## config.mk

```make
export PLATFORM = sky130hd
export DESIGN_NAME = arcade_input_mapper
export DESIGN_NICKNAME = d
export VERILOG_FILES = /design/src/rtl/arcade_input_mapper_pkg.sv /design/src/rtl/arcade_input_mapper_coin_stretch.sv /design/src/rtl/arcade_input_mapper.sv
export SDC_FILE = /design/constraint.sdc
export NUM_CORES = 1
export LEC_CHECK = 0
export BUFFER_PORTS_ARGS = -buffer_cell sky130_fd_sc_hd__buf_2
export CAP_MARGIN = 10
export CORE_MARGIN = 2
export CORE_UTILIZATION = 55
export DETAILED_ROUTE_END_ITERATION = 16
export HOLD_SLACK_MARGIN = 0.03
export PLACE_DENSITY = 0.77
export RECOVER_POWER = 50
export SYNTH_ARGS = -nofsm -noshare
export SYNTH_HDL_FRONTEND = slang
export SYNTH_HIERARCHICAL = 1
export SYNTH_SLANG_ARGS = --single-unit
```

## constraint.sdc

```tcl
create_clock -name clk_sys -period 4.1 [get_ports clk_sys]
set_input_delay 0.205 -clock clk_sys [delete_from_list [all_inputs] [get_ports clk_sys]]
set_output_delay 0.205 -clock clk_sys [all_outputs]
set_load 0.05 [all_outputs]
```

## src/rtl/arcade_input_mapper_pkg.sv

```systemverilog
// Shared types for the arcade input mapper: source kinds, map entry layout, scanner states.
package arcade_input_pkg;

    typedef enum logic [1:0] {
        SRC_CONST = 2'd0,
        SRC_JOY   = 2'd1,
        SRC_DIP   = 2'd2,
        SRC_COIN  = 2'd3
    } src_kind_e;

    localparam logic [7:0] DIP_IOCTL_INDEX = 8'd254;
    localparam int         KIND_W          = 2;
    localparam int         SEL_W           = 6;
    localparam int         JOY_COIN_BIT    = 4;

    typedef struct packed {
        src_kind_e          kind;
        logic [SEL_W-1:0]   sel;
    } map_entry_t;

    typedef enum logic {
        ST_SCAN   = 1'b0,
        ST_COMMIT = 1'b1
    } scan_state_e;

endpackage

```

## src/rtl/arcade_input_mapper_coin_stretch.sv

```systemverilog
// Coin pulse stretcher: a rising edge on coin_raw (re)loads a down-counter; coin_any while nonzero.
module coin_stretch #(
    parameter logic [15:0] COIN_STRETCH = 16'd50000
) (
    input  logic clk_sys,
    input  logic reset_n,
    input  logic coin_raw,
    output logic coin_any
);

    logic        coin_prev;
    logic [15:0] cnt_q;

    always_ff @(posedge clk_sys or negedge reset_n) begin
        if (!reset_n) begin
            coin_prev <= 1'b0;
            cnt_q     <= '0;
        end else begin
            coin_prev <= coin_raw;
            if (coin_raw && !coin_prev)
                cnt_q <= COIN_STRETCH;
            else if (cnt_q != 16'd0)
                cnt_q <= cnt_q - 16'd1;
        end
    end

    assign coin_any = (cnt_q != 16'd0);

endmodule

```

## src/rtl/arcade_input_mapper.sv

```systemverilog
// Table-driven input/DIP byte assembly. Optional coin stretching under ARCADE_INPUT_COIN_STRETCH_EN.
// state  | meaning
// SCAN   | evaluate bit (p,b) of the map, shift into staging
// COMMIT | publish staging to in_port[p], advance to next port
module arcade_input_mapper
    import arcade_input_pkg::*;
#(
    parameter int          NUM_PLAYERS   = 4,
    parameter int          NUM_PORTS     = 3,
    parameter int          NUM_DIP_BYTES = 8,
    parameter logic [7:0]  MAP_INDEX     = 8'd2,
    parameter logic [15:0] COIN_STRETCH  = 16'd50000
) (
    input  logic                           clk_sys,
    input  logic                           reset_n,
    input  logic                           ioctl_wr,
    input  logic [7:0]                     ioctl_index,
    input  logic [24:0]                    ioctl_addr,
    input  logic [7:0]                     ioctl_dout,
    input  logic [NUM_PLAYERS-1:0][15:0]   joystick,
    output logic [NUM_DIP_BYTES-1:0][7:0]  dip,
    output logic [NUM_PORTS-1:0][7:0]      in_port,
    output logic                           port_valid,
    output logic                           scan_done
);

    localparam int PW = (NUM_PORTS > 1) ? $clog2(NUM_PORTS) : 1;
    localparam int MW = $clog2(NUM_PORTS * 8);
    localparam int DW = (NUM_DIP_BYTES > 1) ? $clog2(NUM_DIP_BYTES) : 1;
    localparam logic [PW-1:0] LAST_PORT = PW'(NUM_PORTS - 1);

    map_entry_t  map_q [NUM_PORTS*8];
    logic [7:0]  pol_q [NUM_PORTS];

    scan_state_e state_q, state_d;
    logic [PW-1:0] ptr_p_q, ptr_p_d;
    logic [2:0]    ptr_b_q, ptr_b_d;
    logic [7:0]    stage_q, stage_d;
    logic          commit, wrap;

    logic [63:0]   joy_pad, dip_pad;
    logic          coin_raw, coin_any;
    map_entry_t    entry;
    logic          src_bit, scan_bit;

    logic map_wr, pol_wr, dip_wr;
    assign map_wr = ioctl_wr && (ioctl_index == MAP_INDEX) && (ioctl_addr < 25'(NUM_PORTS * 8));
    assign pol_wr = ioctl_wr && (ioctl_index == MAP_INDEX) && (ioctl_addr >= 25'(NUM_PORTS * 8))
                    && (ioctl_addr < 25'(NUM_PORTS * 9));
    assign dip_wr = ioctl_wr && (ioctl_index == DIP_IOCTL_INDEX) && (ioctl_addr < 25'(NUM_DIP_BYTES));

    always_ff @(posedge clk_sys or negedge reset_n) begin
        if (!reset_n) begin
            for (int i = 0; i < NUM_PORTS * 8; i++) map_q[i] <= '0;
            for (int i = 0; i < NUM_PORTS; i++)     pol_q[i] <= 8'hFF;
            dip <= '0;
        end else begin
            if (map_wr) map_q[ioctl_addr[MW-1:0]] <= ioctl_dout;
            if (pol_wr) pol_q[PW'(ioctl_addr - 25'(NUM_PORTS * 8))] <= ioctl_dout;
            if (dip_wr) dip[ioctl_addr[DW-1:0]] <= ioctl_dout;
        end
    end

    // Zero padding makes out-of-range players and DIP indices read as 0.
    always_comb begin
        joy_pad = '0;
        joy_pad[NUM_PLAYERS*16-1:0] = joystick;
        dip_pad = '0;
        dip_pad[NUM_DIP_BYTES*8-1:0] = dip;
        coin_raw = 1'b0;
        for (int i = 0; i < NUM_PLAYERS; i++) coin_raw = coin_raw | joystick[i][JOY_COIN_BIT];
    end

`ifdef ARCADE_INPUT_COIN_STRETCH_EN
    coin_stretch #(.COIN_STRETCH(COIN_STRETCH)) u_coin_stretch (
        .clk_sys  (clk_sys),
        .reset_n  (reset_n),
        .coin_raw (coin_raw),
        .coin_any (coin_any)
    );
`else
    logic unused_cfg;
    assign unused_cfg = ^COIN_STRETCH;

    always_ff @(posedge clk_sys or negedge reset_n) begin
        if (!reset_n) coin_any <= 1'b0;
        else          coin_any <= coin_raw;
    end
`endif

    always_comb begin
        entry   = map_q[MW'({ptr_p_q, ptr_b_q})];
        src_bit = 1'b0;
        case (entry.kind)
            SRC_CONST: src_bit = entry.sel[0];
            SRC_JOY:   src_bit = joy_pad[entry.sel];
            SRC_DIP:   src_bit = dip_pad[entry.sel];
            SRC_COIN:  src_bit = coin_any;
            default:   src_bit = 1'b0;
        endcase
        scan_bit = src_bit ^ pol_q[ptr_p_q][ptr_b_q];
    end

    always_comb begin
        state_d = state_q;
        ptr_p_d = ptr_p_q;
        ptr_b_d = ptr_b_q;
        stage_d = stage_q;
        commit  = 1'b0;
        wrap    = 1'b0;
        case (state_q)
            ST_SCAN: begin
                stage_d = {scan_bit, stage_q[7:1]};
                ptr_b_d = ptr_b_q + 3'd1;
                if (ptr_b_q == 3'd7) state_d = ST_COMMIT;
            end
            ST_COMMIT: begin
                commit  = 1'b1;
                ptr_b_d = 3'd0;
                state_d = ST_SCAN;
                if (ptr_p_q == LAST_PORT) begin
                    ptr_p_d = '0;
                    wrap    = 1'b1;
                end else begin
                    ptr_p_d = ptr_p_q + PW'(1);
                end
            end
            default: state_d = ST_SCAN;
        endcase
    end

    always_ff @(posedge clk_sys or negedge reset_n) begin
        if (!reset_n) begin
            state_q    <= ST_SCAN;
            ptr_p_q    <= '0;
            ptr_b_q    <= '0;
            stage_q    <= '0;
            in_port    <= {NUM_PORTS{8'hFF}};
            port_valid <= 1'b0;
            scan_done  <= 1'b0;
        end else begin
            state_q    <= state_d;
            ptr_p_q    <= ptr_p_d;
            ptr_b_q    <= ptr_b_d;
            stage_q    <= stage_d;
            if (commit) in_port[ptr_p_q] <= stage_q;
            scan_done  <= wrap;
            port_valid <= port_valid | wrap;
        end
    end

endmodule

```

==> results.cfg <==
[setup_path]
cp_num_buf_inv = 1
criticalPathCategory = reg2reg
arrival_ns = 4.24
path_delay_family = compound AO/OA/AOI/OAI gates
path_max_fanout = 25
path_depth = 11
end_kind = flip-flop
worstPathRequired_ns = 4.49
r2r_start = ptr_b_q[0]$_DFF_PN0_
slowest_stage = and2_1
critPathMaxStageDelay_ns = 0.66
path_cells = buf_12, mux4_2, nand2_1, a311oi_2, and2_1, o21ai_1, and4_1, a41o_1, o41ai_2, nor3_1, nand3b_1
reg2reg_depth = 11
cp-start-kind = flip-flop
critPathLaunch = ptr_b_q[0]$_DFF_PN0_

[layout]
fin_nets = 1421
final-seq-area_sq_um = 8100
final_util_pct = 64.4
multi_input_comb_area_sq_um = 6950
layout-drive-gt1-share_pct = 45.5
fillers = 2099
syn_to_final_growth_pct = 15.3
antenna_cells = 0

[worst_hold_path]
hold_path_class = in2reg
worstHoldStart = ioctl_dout[2]
hold_depth = 2

[cts]
cts_buffers = 35
cts.clk_slew.worst_paths_ns = 0.06
tritoncts = done
ctsResizeCount = 0
cts_buffer_depth = 3
clkLatencyLatePin_ns = 0.52
cts_htree_levels = 2
cts.sinks = 321
postCtsSetupBuffers = 0
cts-root-buf = clkbuf_16

[synth]
syn_area_per_cell_sq_um = 13.8
synthArstFlopShare_pct = 100
ys_seq_area_share_pct = 52.3
synth.cell_area_sq_um = 15500
netlist_instances = 1123
synth.distinct_cells = 70
synth_edf_count = 0
synthesis.nets = 1233
ys_warn_count = 6
synth-seq-cells = 321
ys_dominant_reg_cell = dfrtp_1

[route]
totalWireLength_um = 42400
drtIter0Drc = 1039
routedWlPerCell_um = 24.7
vias = 10700
drcViolationCount = 0
antenna_left = 0
drtPass1Iterations = 5
vias_per_cell = 6.24

[timing]
final_max_slew_viol_count = 108
tightest_slew_ns = 2.84
timing.slew.headroom_pct = -89.3
fmax_mhz = 260
rsz0062_at_grt = no
hold_viol_final = 0
fin_setup_tns_ns = 0
post-route-period-util_pct = 93.9
fin_skew_ns = 0.0169
min_period_ns = 3.85
setup-violations-final = 0

[grt]
grt_max_degree = 109
grt_pass1_vias = 10900
grt_pass1_wl_um = 64400
track_usage_pct = 29.0
gr-total-overflow = 0
antenna_found_initial = 0

[floorplanning]
num_rows = 61
fp.coreArea_sq_um = 27700
die_w_um = 172
io_pins = 198
dieArea_sq_um = 29500
die_y_um = 172
initial_core_util_pct = 55.8

[flow_run]
maxCapViolCount = 1

[placed_design]
port_buffers = 197
hpwl_um = 28500
gp_congestion = 0.909

[power_and_ir_drop]
p_leak_nw = 8.41
worst_ir_drop_vdd_mv = 0.334
powerDensity_nw_per_um2 = 364
p_total_mw = 6.50

[outcome]
outcome = finished, violations left
violations = max-capacitance violations, max-slew violations
flip-flops by register name (all words and copies together) (netlist names):
signal / cells
ptr_p_q: 2
state_q: 1
stage_q: 8
coin_any: 1
pol_q: 24
port_valid: 1
scan_done: 1
ptr_b_q: 3
dip: 64
in_port: 24
map_q: 192
metrics by stage:
| step | instances | hold WS, ns | setup slack, ns | instance area [sq um] |
|---|---|---|---|---|
| 6_report | 1714 | 0.431 | 0.250 | 17800 |
| 5_1_grt | 1714 | 0.448 | 0.0627 | 17800 |
| 4_1_cts | 1714 | 0.377 | 0.286 | 18000 |
| 3_5_place_dp | 1649 | 0.330 | 0.296 | 16800 |
| 3_3_place_gp | 1649 | 0.329 | 0.299 | 16800 |
| 2_1_floorplan | 1123 | -0.0906 | 1.13 | 15500 |
kinds of logic after synthesis:
kind of cell | after synthesis | synth area share (%)
buffers and inverters | 82 | 2.74
multiplexers | 417 | 33.1
adder cells (fa/ha/maj) | 2 | 0.162
AND/OR/NAND/NOR | 199 | 6.46
AO/OA/AOI/OAI | 102 | 5.27
flip-flops | 321 | 52.3
report_power, final:
| group | total [mW] | internal (mW) | switching, mW | leakage, nW |
|---|---|---|---|---|
| clock | 3.11 | 1.85 | 1.26 | 0.560 |
| combinational | 0.218 | 0.0546 | 0.163 | 3.57 |
| sequential | 3.17 | 3.17 | 0.000117 | 4.29 |
| total | 6.50 | 5.08 | 1.42 | 8.41 |
per-layer routing:
layer,part of all wire [%],global-route usage [%],up-vias,routed length (um)
li1,-,-,4599,-
met1,40,38.2,5488,17100
met2,48,47.6,493,20200
met3,7.5,4.95,123,3180
met4,4.4,12.8,0,1850
met5,0,0,-,0
final timing paths:
path	slack, ns	end
max reg2reg	0.25	stage_q[7]$_DFFE_PN0N_
min reg2reg	0.50	port_valid$_DFF_PN0_
min in group asynchronous	1.07	map_q[70]$_DFFE_PN0P_
max	0.25	stage_q[7]$_DFFE_PN0N_
max in group asynchronous	0.71	map_q[132]$_DFFE_PN0P_
min	0.43	pol_q[18]$_DFFE_PN1P_
cell type report:
class | count | area share [%]
Timing Repair Buffer | 228 | 6.45
Clock inverter | 7 | 0.498
Tap cell | 378 | 2.65
Clock buffer | 55 | 5.95
Sequential cell | 321 | 45.4
Inverter | 5 | 0.105
Multi-Input combinational cell | 720 | 39.0
placed cells by master, fill, tap and decap left out, drive strengths merged, types with 4 or more instances in the layout:
cell type,count
mux2,318
dfrtp,273
clkbuf,151
buf,129
nand2,106
mux2i,56
dfstp,48
mux4,43
o21ai,22
nor4,14
nor2,11
nand3,11
nor2b,10
a32o,9
a31oi,8
a32oi,8
nand2b,6
and2,6
a21oi,6
nor3,6
o211ai,6
inv,5
and3b,5
and3,5
nand4,5
a221o,5
a221oi,5
a311oi,5
clkinv,5
o31ai,4
worst register-to-register path, stage by stage (launching register included):
cell      delay, ns
dfrtp_4        0.60
buf_12         0.24
mux4_2         0.36
nand2_1        0.08
a311oi_2       0.55
and2_1         0.66
o21ai_1        0.15
and4_1         0.25
a41o_1         0.24
o41ai_2        0.36
nor3_1         0.09
nand3b_1       0.16
cells in the mapped netlist, drive strengths merged (6+ instances only):
master	n	area, sq um
nor3	6	35.0
a32oi	8	70.1
a21oi	6	30.0
a32o	9	90.1
nor2	11	41.3
clkbuf	43	161
dfstp	48	1260
mux2	318	3580
o211ai	6	50.1
nor4	14	100
nand2	106	398
nand3	11	67.6
mux2i	56	561
mux4	43	968
nand2b	6	37.5
nor2b	10	62.6
o21ai	22	110
and2	6	37.5
a31oi	8	50.1
dfrtp	273	6830
buf	34	244
repair_timing:
action                                  in CTS  in global routing
endpoints found under the setup margin       0                  0
hold buffers                                 3                  0
endpoints found under the hold margin      104                  0
(Power assumes the default switching activity.)
